==> config.mk <==
export PLATFORM = sky130hd
export DESIGN_NAME = stream_upsizer_flat
export DESIGN_NICKNAME = d
export VERILOG_FILES = /design/src/rtl/stream_upsizer_if.sv /design/src/rtl/stream_upsizer.sv /design/src/flat_wrapper.sv
export SDC_FILE = /design/constraint.sdc
export NUM_CORES = 1
export LEC_CHECK = 0
export BUFFER_PORTS_ARGS = -buffer_cell sky130_fd_sc_hd__buf_2
export CELL_PAD_IN_SITES_DETAIL_PLACEMENT = 1
export CELL_PAD_IN_SITES_GLOBAL_PLACEMENT = 1
export CORE_ASPECT_RATIO = 0.8
export CORE_UTILIZATION = 35
export DETAILED_ROUTE_END_ITERATION = 6
export HOLD_SLACK_MARGIN = 0.12
export PLACE_DENSITY = 0.64
export REMOVE_ABC_BUFFERS = 1
export SLEW_MARGIN = 0
export SYNTH_ARGS = -nofsm -noshare
export SYNTH_HDL_FRONTEND = slang
export SYNTH_SLANG_ARGS = --single-unit
==> constraint.sdc <==
create_clock -name clock -period 6.71 [get_ports clock]
set_input_delay 1.342 -clock clock [delete_from_list [all_inputs] [get_ports clock]]
set_output_delay 1.342 -clock clock [all_outputs]
set_load 0.05 [all_outputs]
==> src/rtl/stream_upsizer_if.sv <==
// Handshake bundle for stream_upsizer: narrow input stream (s_*) and wide packed output stream (m_*).
// The slave modport is the upsizer's view; the master modport is the environment driving it.
interface stream_upsizer_if #(
  parameter int unsigned S_DATA_WIDTH = 8,
  parameter int unsigned RATIO        = 4
);
  localparam int unsigned M_DATA_WIDTH = S_DATA_WIDTH * RATIO;

  logic                    s_val;
  logic [S_DATA_WIDTH-1:0] s_data;
  logic                    s_last;
  logic                    s_rdy;
  logic                    m_val;
  logic [M_DATA_WIDTH-1:0] m_data;
  logic [RATIO-1:0]        m_keep;
  logic                    m_last;
  logic                    m_rdy;

  modport master (
    output s_val, s_data, s_last, m_rdy,
    input  s_rdy, m_val, m_data, m_keep, m_last
  );

  modport slave (
    input  s_val, s_data, s_last, m_rdy,
    output s_rdy, m_val, m_data, m_keep, m_last
  );
endinterface

==> src/rtl/stream_upsizer.sv <==
// Packs RATIO narrow beats into one wide word; s_last flushes a partial word with zeroed, unkept lanes.
// The completing beat bypasses the accumulator straight into the output register (1-cycle latency).
module stream_upsizer #(
  parameter int unsigned S_DATA_WIDTH = 8,
  parameter int unsigned RATIO        = 4,
  parameter bit          LSB_FIRST    = 1'b1
) (
  input  logic             clock,
  input  logic             reset,
  stream_upsizer_if.slave  bus
);
  localparam int unsigned M_DATA_WIDTH = S_DATA_WIDTH * RATIO;
  localparam int unsigned CW           = $clog2(RATIO);
  localparam logic [CW-1:0] LAST_COUNT = CW'(RATIO - 1);

  logic [CW-1:0]           count;
  logic                    accept;
  logic                    complete;
  logic [S_DATA_WIDTH-1:0] lane_data [RATIO];
  logic                    lane_keep [RATIO];
  logic [M_DATA_WIDTH-1:0] word_c;
  logic [RATIO-1:0]        keep_c;

  logic                    out_val;
  logic [M_DATA_WIDTH-1:0] out_data;
  logic [RATIO-1:0]        out_keep;
  logic                    out_last;

  assign bus.s_rdy = !out_val || bus.m_rdy;
  assign accept    = bus.s_val && bus.s_rdy;
  assign complete  = accept && ((count == LAST_COUNT) || bus.s_last);

  // One slot per beat position; the final position never needs storage since it always completes.
  for (genvar k = 0; k < RATIO; k++) begin : g_beat
    localparam int unsigned LANE = LSB_FIRST ? k : (RATIO - 1 - k);

    if (k < RATIO - 1) begin : g_stored
      logic [S_DATA_WIDTH-1:0] held;
      logic                    valid;

      always_ff @(posedge clock or posedge reset) begin
        if (reset) begin
          held  <= '0;
          valid <= 1'b0;
        end else if (complete) begin
          valid <= 1'b0;
        end else if (accept && (count == CW'(k))) begin
          held  <= bus.s_data;
          valid <= 1'b1;
        end
      end

      // Invalid positions read as zero so stale slot contents never reach the output.
      assign lane_data[LANE] = valid ? held :
                               (count == CW'(k)) ? bus.s_data : '0;
      assign lane_keep[LANE] = valid || (count == CW'(k));
    end else begin : g_final
      assign lane_data[LANE] = (count == CW'(k)) ? bus.s_data : '0;
      assign lane_keep[LANE] = (count == CW'(k));
    end
  end

  // Flatten lanes into the output word and keep mask.
  always_comb begin
    word_c = '0;
    keep_c = '0;
    for (int unsigned i = 0; i < RATIO; i++) begin
      word_c[i*S_DATA_WIDTH +: S_DATA_WIDTH] = lane_data[i];
      keep_c[i]                              = lane_keep[i];
    end
  end

  always_ff @(posedge clock or posedge reset) begin
    if (reset) begin
      count <= '0;
    end else if (complete) begin
      count <= '0;
    end else if (accept) begin
      count <= count + 1'b1;
    end
  end

  // A completing beat may replace a word that is leaving on the same edge.
  always_ff @(posedge clock or posedge reset) begin
    if (reset) begin
      out_val  <= 1'b0;
      out_data <= '0;
      out_keep <= '0;
      out_last <= 1'b0;
    end else if (complete) begin
      out_val  <= 1'b1;
      out_data <= word_c;
      out_keep <= keep_c;
      out_last <= bus.s_last;
    end else if (bus.m_rdy) begin
      out_val  <= 1'b0;
    end
  end

  assign bus.m_val  = out_val;
  assign bus.m_data = out_data;
  assign bus.m_keep = out_keep;
  assign bus.m_last = out_last;
endmodule
==> src/flat_wrapper.sv <==
// flat-port wrapper written by rule: the top's interface ports become plain ports
module stream_upsizer_flat 
#(
  parameter int unsigned S_DATA_WIDTH = 8,
  parameter int unsigned RATIO        = 4,
  parameter bit          LSB_FIRST    = 1'b1
)
  (clock, reset, bus_s_val, bus_s_data, bus_s_last, bus_m_rdy, bus_s_rdy, bus_m_val, bus_m_data, bus_m_keep, bus_m_last);
  stream_upsizer_if #(.S_DATA_WIDTH(S_DATA_WIDTH), .RATIO(RATIO)) bus_i ();
  input  logic clock;
  input  logic reset;
  input wire logic [$bits(bus_i.s_val)-1:0] bus_s_val;
  input wire logic [$bits(bus_i.s_data)-1:0] bus_s_data;
  input wire logic [$bits(bus_i.s_last)-1:0] bus_s_last;
  input wire logic [$bits(bus_i.m_rdy)-1:0] bus_m_rdy;
  output wire logic [$bits(bus_i.s_rdy)-1:0] bus_s_rdy;
  output wire logic [$bits(bus_i.m_val)-1:0] bus_m_val;
  output wire logic [$bits(bus_i.m_data)-1:0] bus_m_data;
  output wire logic [$bits(bus_i.m_keep)-1:0] bus_m_keep;
  output wire logic [$bits(bus_i.m_last)-1:0] bus_m_last;
  assign bus_i.s_val = bus_s_val;
  assign bus_i.s_data = bus_s_data;
  assign bus_i.s_last = bus_s_last;
  assign bus_i.m_rdy = bus_m_rdy;
  assign bus_s_rdy = bus_i.s_rdy;
  assign bus_m_val = bus_i.m_val;
  assign bus_m_data = bus_i.m_data;
  assign bus_m_keep = bus_i.m_keep;
  assign bus_m_last = bus_i.m_last;
  stream_upsizer #(.S_DATA_WIDTH(S_DATA_WIDTH), .RATIO(RATIO), .LSB_FIRST(LSB_FIRST)) u_core (.clock(clock), .reset(reset), .bus(bus_i));
endmodule
# Yosys cells after proc, flatten, opt, wreduce, memory -nomap -nowiden
# Cells that the tools add are included.
# totals
reg_bits	67
input_bits	13
out_inout_bits	39
# op_classes
addsub	1
eq_ne	3
n_mux	17
bitwise_logic	1
reduce_logical	20
# ops
cell	count
$mux 8	7
$reduce_bool 2->1	5
$mux 1	8
$reduce_and 2->1	3
$logic_and 1x1->1	5
$logic_or 1x1->1	5
$eq 2x2->1 const B	2
$mux 2	2
$add 2x1->2 const B	1
$eq 2x1->1 const B	1
$logic_not 2->1	1
$logic_not 1->1	1
$not 1->1	1

# Longest topological paths before layout
# depth
word_depth	6
mapped_depth	6
depth_no_buf	5

# Worst setup path after synthesis
# OpenSTA, ideal clock, no wires.
# synth_path
path_kind	input port to output port
from	input bus_m_rdy
to	output bus_s_rdy
arrival_time_ns	1.769
t_required_ns	5.368
slack_ns	3.599
path_stages	2
path_buffers	1
path_cell_list	nand2b_2 > buf_6
# synth_between
elab_chain_cells	1
# synth_lines
item	line	text
from (decl)	flat_wrapper.sv:15	input wire logic [$bits(bus_i.m_rdy)-1:0] bus_m_rdy;
$logic_or 1x1->1	stream_upsizer.sv:29	assign bus.s_rdy = !out_val || bus.m_rdy;
to (decl)	flat_wrapper.sv:16	output wire logic [$bits(bus_i.s_rdy)-1:0] bus_s_rdy;
# No other way between the ends.

# Worst setup path after layout
# Same ends and word-level chain as after synthesis.

==> impl_metrics.py <==
metrics = {
    "floorplan": {
        "die_h_um": 84.6,
        "io_pins": 52,
        "dieArea_um2": 8910,
        "coreArea_um2": 8090,
        "die_w_um": 105,
        "row_count": 29,
        "start_util": 0.369,
    },
    "sta": {
        "whs_ns": 0.481,
        "slew-limit-headroom": 0.423,
        "slew_violations": 0,
        "rsz0062_at_grt": "false",
        "clock_skew_ns": 0.00687,
        "post-route-period-util": 0.506,
        "period_needed_ns": 3.39,
        "hold_violations": 0,
        "tightest_slew_ns": 0.866,
        "setup-tns-final_ns": 0,
        "worst_slack_ns": 3.32,
        "setup_viol": 0,
        "fmax_ghz": 0.295,
    },
    "drt": {
        "drt-total-wl_mm": 6.25,
        "detail_route.wl_per_cell_um": 15.2,
        "vias_per_cell": 4.95,
        "drcViolationCount": 0,
        "drtIter0Drc": 31,
        "vias": 2028,
        "dr.pass1.iters": 4,
        "ant_nets": 0,
    },
    "final_layout": {
        "diodes": 0,
        "drive_gt1_frac": 0.407,
        "areaGrowthSynthToFinish_pct": 18.0,
        "fin_nets": 314,
    },
    "setup_path": {
        "worstSetupPathType": "in -> out",
        "crit_path_frequent_cell": "buf_2",
        "ff2ff_path_depth": 4,
        "critPathSlowestCell": "buf_2",
        "cp-end-kind": "output port",
        "path_buf_inv": 2,
        "slowest_delay_ns": 0.33,
        "cp.depth": 3,
        "required_ns": 5.37,
        "start_kind": "primary input",
        "arrival_ns": 2.05,
        "reg2reg_from": "u_core.count[0]",
        "crit_start": "bus_m_rdy",
        "worstReg2RegEnd": "u_core.bus.m_data[16]",
        "critPathMaxFanout": 14,
        "cp_cell_sequence": "buf_2, nand2b_2, buf_2",
        "crit_family": "buffers and inverters",
        "rrSetupSlack_ns": 4.78,
        "crit_path_end": "bus_s_rdy",
    },
    "pwr": {
        "cellLeakagePower_nw": 1.75,
        "switching_power_mw": 0.687,
        "vdd.ir_drop.worst_mv": 0.247,
        "seqPwrFrac": 0.388,
        "power.share.clock": 0.238,
        "switching_share": 0.404,
        "p_per_area_nw_per_um2": 482,
        "p_total_mw": 1.70,
        "combPwrFrac": 0.374,
        "cellInternalPower_mw": 1.01,
    },
    "synthesis": {
        "synth-seq-cells": 67,
        "synth-edff-count": 0,
        "synth_area_leaders": "dfrtp_1, mux2_2, nand2_1",
        "synth_seq_area_share": 0.561,
        "ys_warn_count": 0,
        "synthesis.area_um2": 2990,
        "yosys.area.top_type": "dfrtp_1",
        "ys.flop_type": "dfrtp_1",
        "synthTopCellsByCount": "dfrtp_1, nand2_1, mux2_2",
        "synth_cells": 250,
        "ys_types": 24,
        "synth.avg_cell_area_um2": 12.0,
        "synth.most_common_cell": "dfrtp_1",
        "synth_top_area_frac": 0.561,
        "async_flop_share": 1.00,
    },
    "hold_path": {
        "hold_class": "reg -> reg",
    },
    "cts": {
        "cts.sinks": 67,
        "cts_buffer_depth": 2,
        "post-cts-setup-buffer-count": 0,
        "path_clk_slew_ns": 0.08,
        "hold_buffers": 0,
        "ctsHtreeMaxLevel": 3,
        "cts_made_buffers": 9,
        "cts_tree": "yes",
        "cts-resized-gates": 0,
        "root_buffer": "clkbuf_8",
        "clk_latency_ns": 0.35,
    },
    "placement": {
        "dp_hpwl_mm": 4.12,
        "port_buffers": 51,
        "place_ws_ns": 3.31,
        "place.gp.congestion": 0.725,
    },
    "grt": {
        "grt_antenna_before_repair": 0,
        "grt_pass1_wl_mm": 11.1,
        "grt_max_degree": 68,
        "gr-total-overflow": 0,
        "grtUsageTotal": 0.164,
        "first_global_vias": 2097,
    },
    "job": {
        "max-cap-violations": 0,
    },
    "status": {
        "status": "completed",
    },
}
-- worst register-to-register path, stage by stage, from the launching register on --
cell and delay [ns]:
dfrtp_1 0.40, ha_1 0.24, nor2_4 0.21, nand3b_4 0.54, mux2_2 0.43
-- area by class of cell --
class                      count  area (µm²)
fill                         887        4560
sequential                    67        1680
multi-input combinational    160        1190
timing repair buffer          52         263
tap                          108         135
clock buffer                   9         124
clock inverter                 7         116
inverter                       7        26.3
-- power by group through the flow --
stage,Sequential (mW),Clock [mW],Combinational [mW]
global placement,0.661,0,0.632
CTS,0.662,0.417,0.646
global route,0.685,0.433,0.692
floorplan,0.918,0,0.230
detailed placement,0.669,0,0.643
finish,0.660,0.404,0.636
-- sequential cells by signal, indices dropped and copies added, names as in the netlist --
name,flops
u_core.bus.m_data,32
u_core.g_beat.g_stored.held,24
u_core.bus.m_keep,4
u_core.g_beat.g_stored.valid,3
u_core.count,2
u_core.bus.m_last,1
u_core.bus.m_val,1
-- per-layer routing --
layer  routed length (µm)  track usage
met4                   68       0.0384
met5                    0            0
met1                 3110        0.229
met3                  317       0.0559
met2                 2750        0.244
-- worst min-delay path by stage --
stage / from / end / cells after the start
after floorplan: u_core.g_beat[1].g_stored.held[7] / u_core.g_beat[1].g_stored.held[7] / 1
after global placement: u_core.bus.m_keep[3] / u_core.bus.m_keep[3] / 1
after detailed placement: u_core.bus.m_keep[3] / u_core.bus.m_keep[3] / 1
after CTS: u_core.bus.m_keep[3] / u_core.bus.m_keep[3] / 1
after global routing: u_core.bus.m_keep[3] / u_core.bus.m_keep[3] / 1
final: u_core.bus.m_keep[3] / u_core.bus.m_keep[3] / 1
-- cell families (layout without fill, tap and decap cells) --
| logic type | count (synthesis) | after routing | synth area share |
|---|---|---|---|
| fa+ha+maj | 4 | 4 | 0.0168 |
| mux | 51 | 51 | 0.191 |
| compound gates | 39 | 39 | 0.0787 |
| flops | 67 | 67 | 0.561 |
| buf+inv | 23 | 75 | 0.0419 |
| simple gates | 66 | 66 | 0.111 |
-- cell usage in the layout (no fill, tap or decap), types with 2 or more instances in the layout --
| cell type | instances |
|---|---|
| a22o_1 | 8 |
| bufinv_16 | 3 |
| and3_1 | 4 |
| nor2_1 | 3 |
| mux2i_1 | 3 |
| mux2_2 | 48 |
| nand2_1 | 49 |
| ha_1 | 4 |
| dfrtp_1 | 67 |
| o21ai_0 | 27 |
| buf_2 | 51 |
| o21a_1 | 3 |
| clkbuf_8 | 9 |
| nand4_1 | 2 |
| clkinv_2 | 2 |
| nand4_2 | 2 |
| inv_1 | 6 |
-- through the flow --
stage | instance area, µm² | cells | utilization
after floorplan | 2890 | 234 | -
final | 3530 | 410 | 0.436
after global placement | 3290 | 394 | 0.406
after global routing | 3530 | 410 | 0.436
after CTS | 3530 | 410 | 0.436
after detailed placement | 3290 | 394 | 0.406
(Power assumes the default switching activity.)
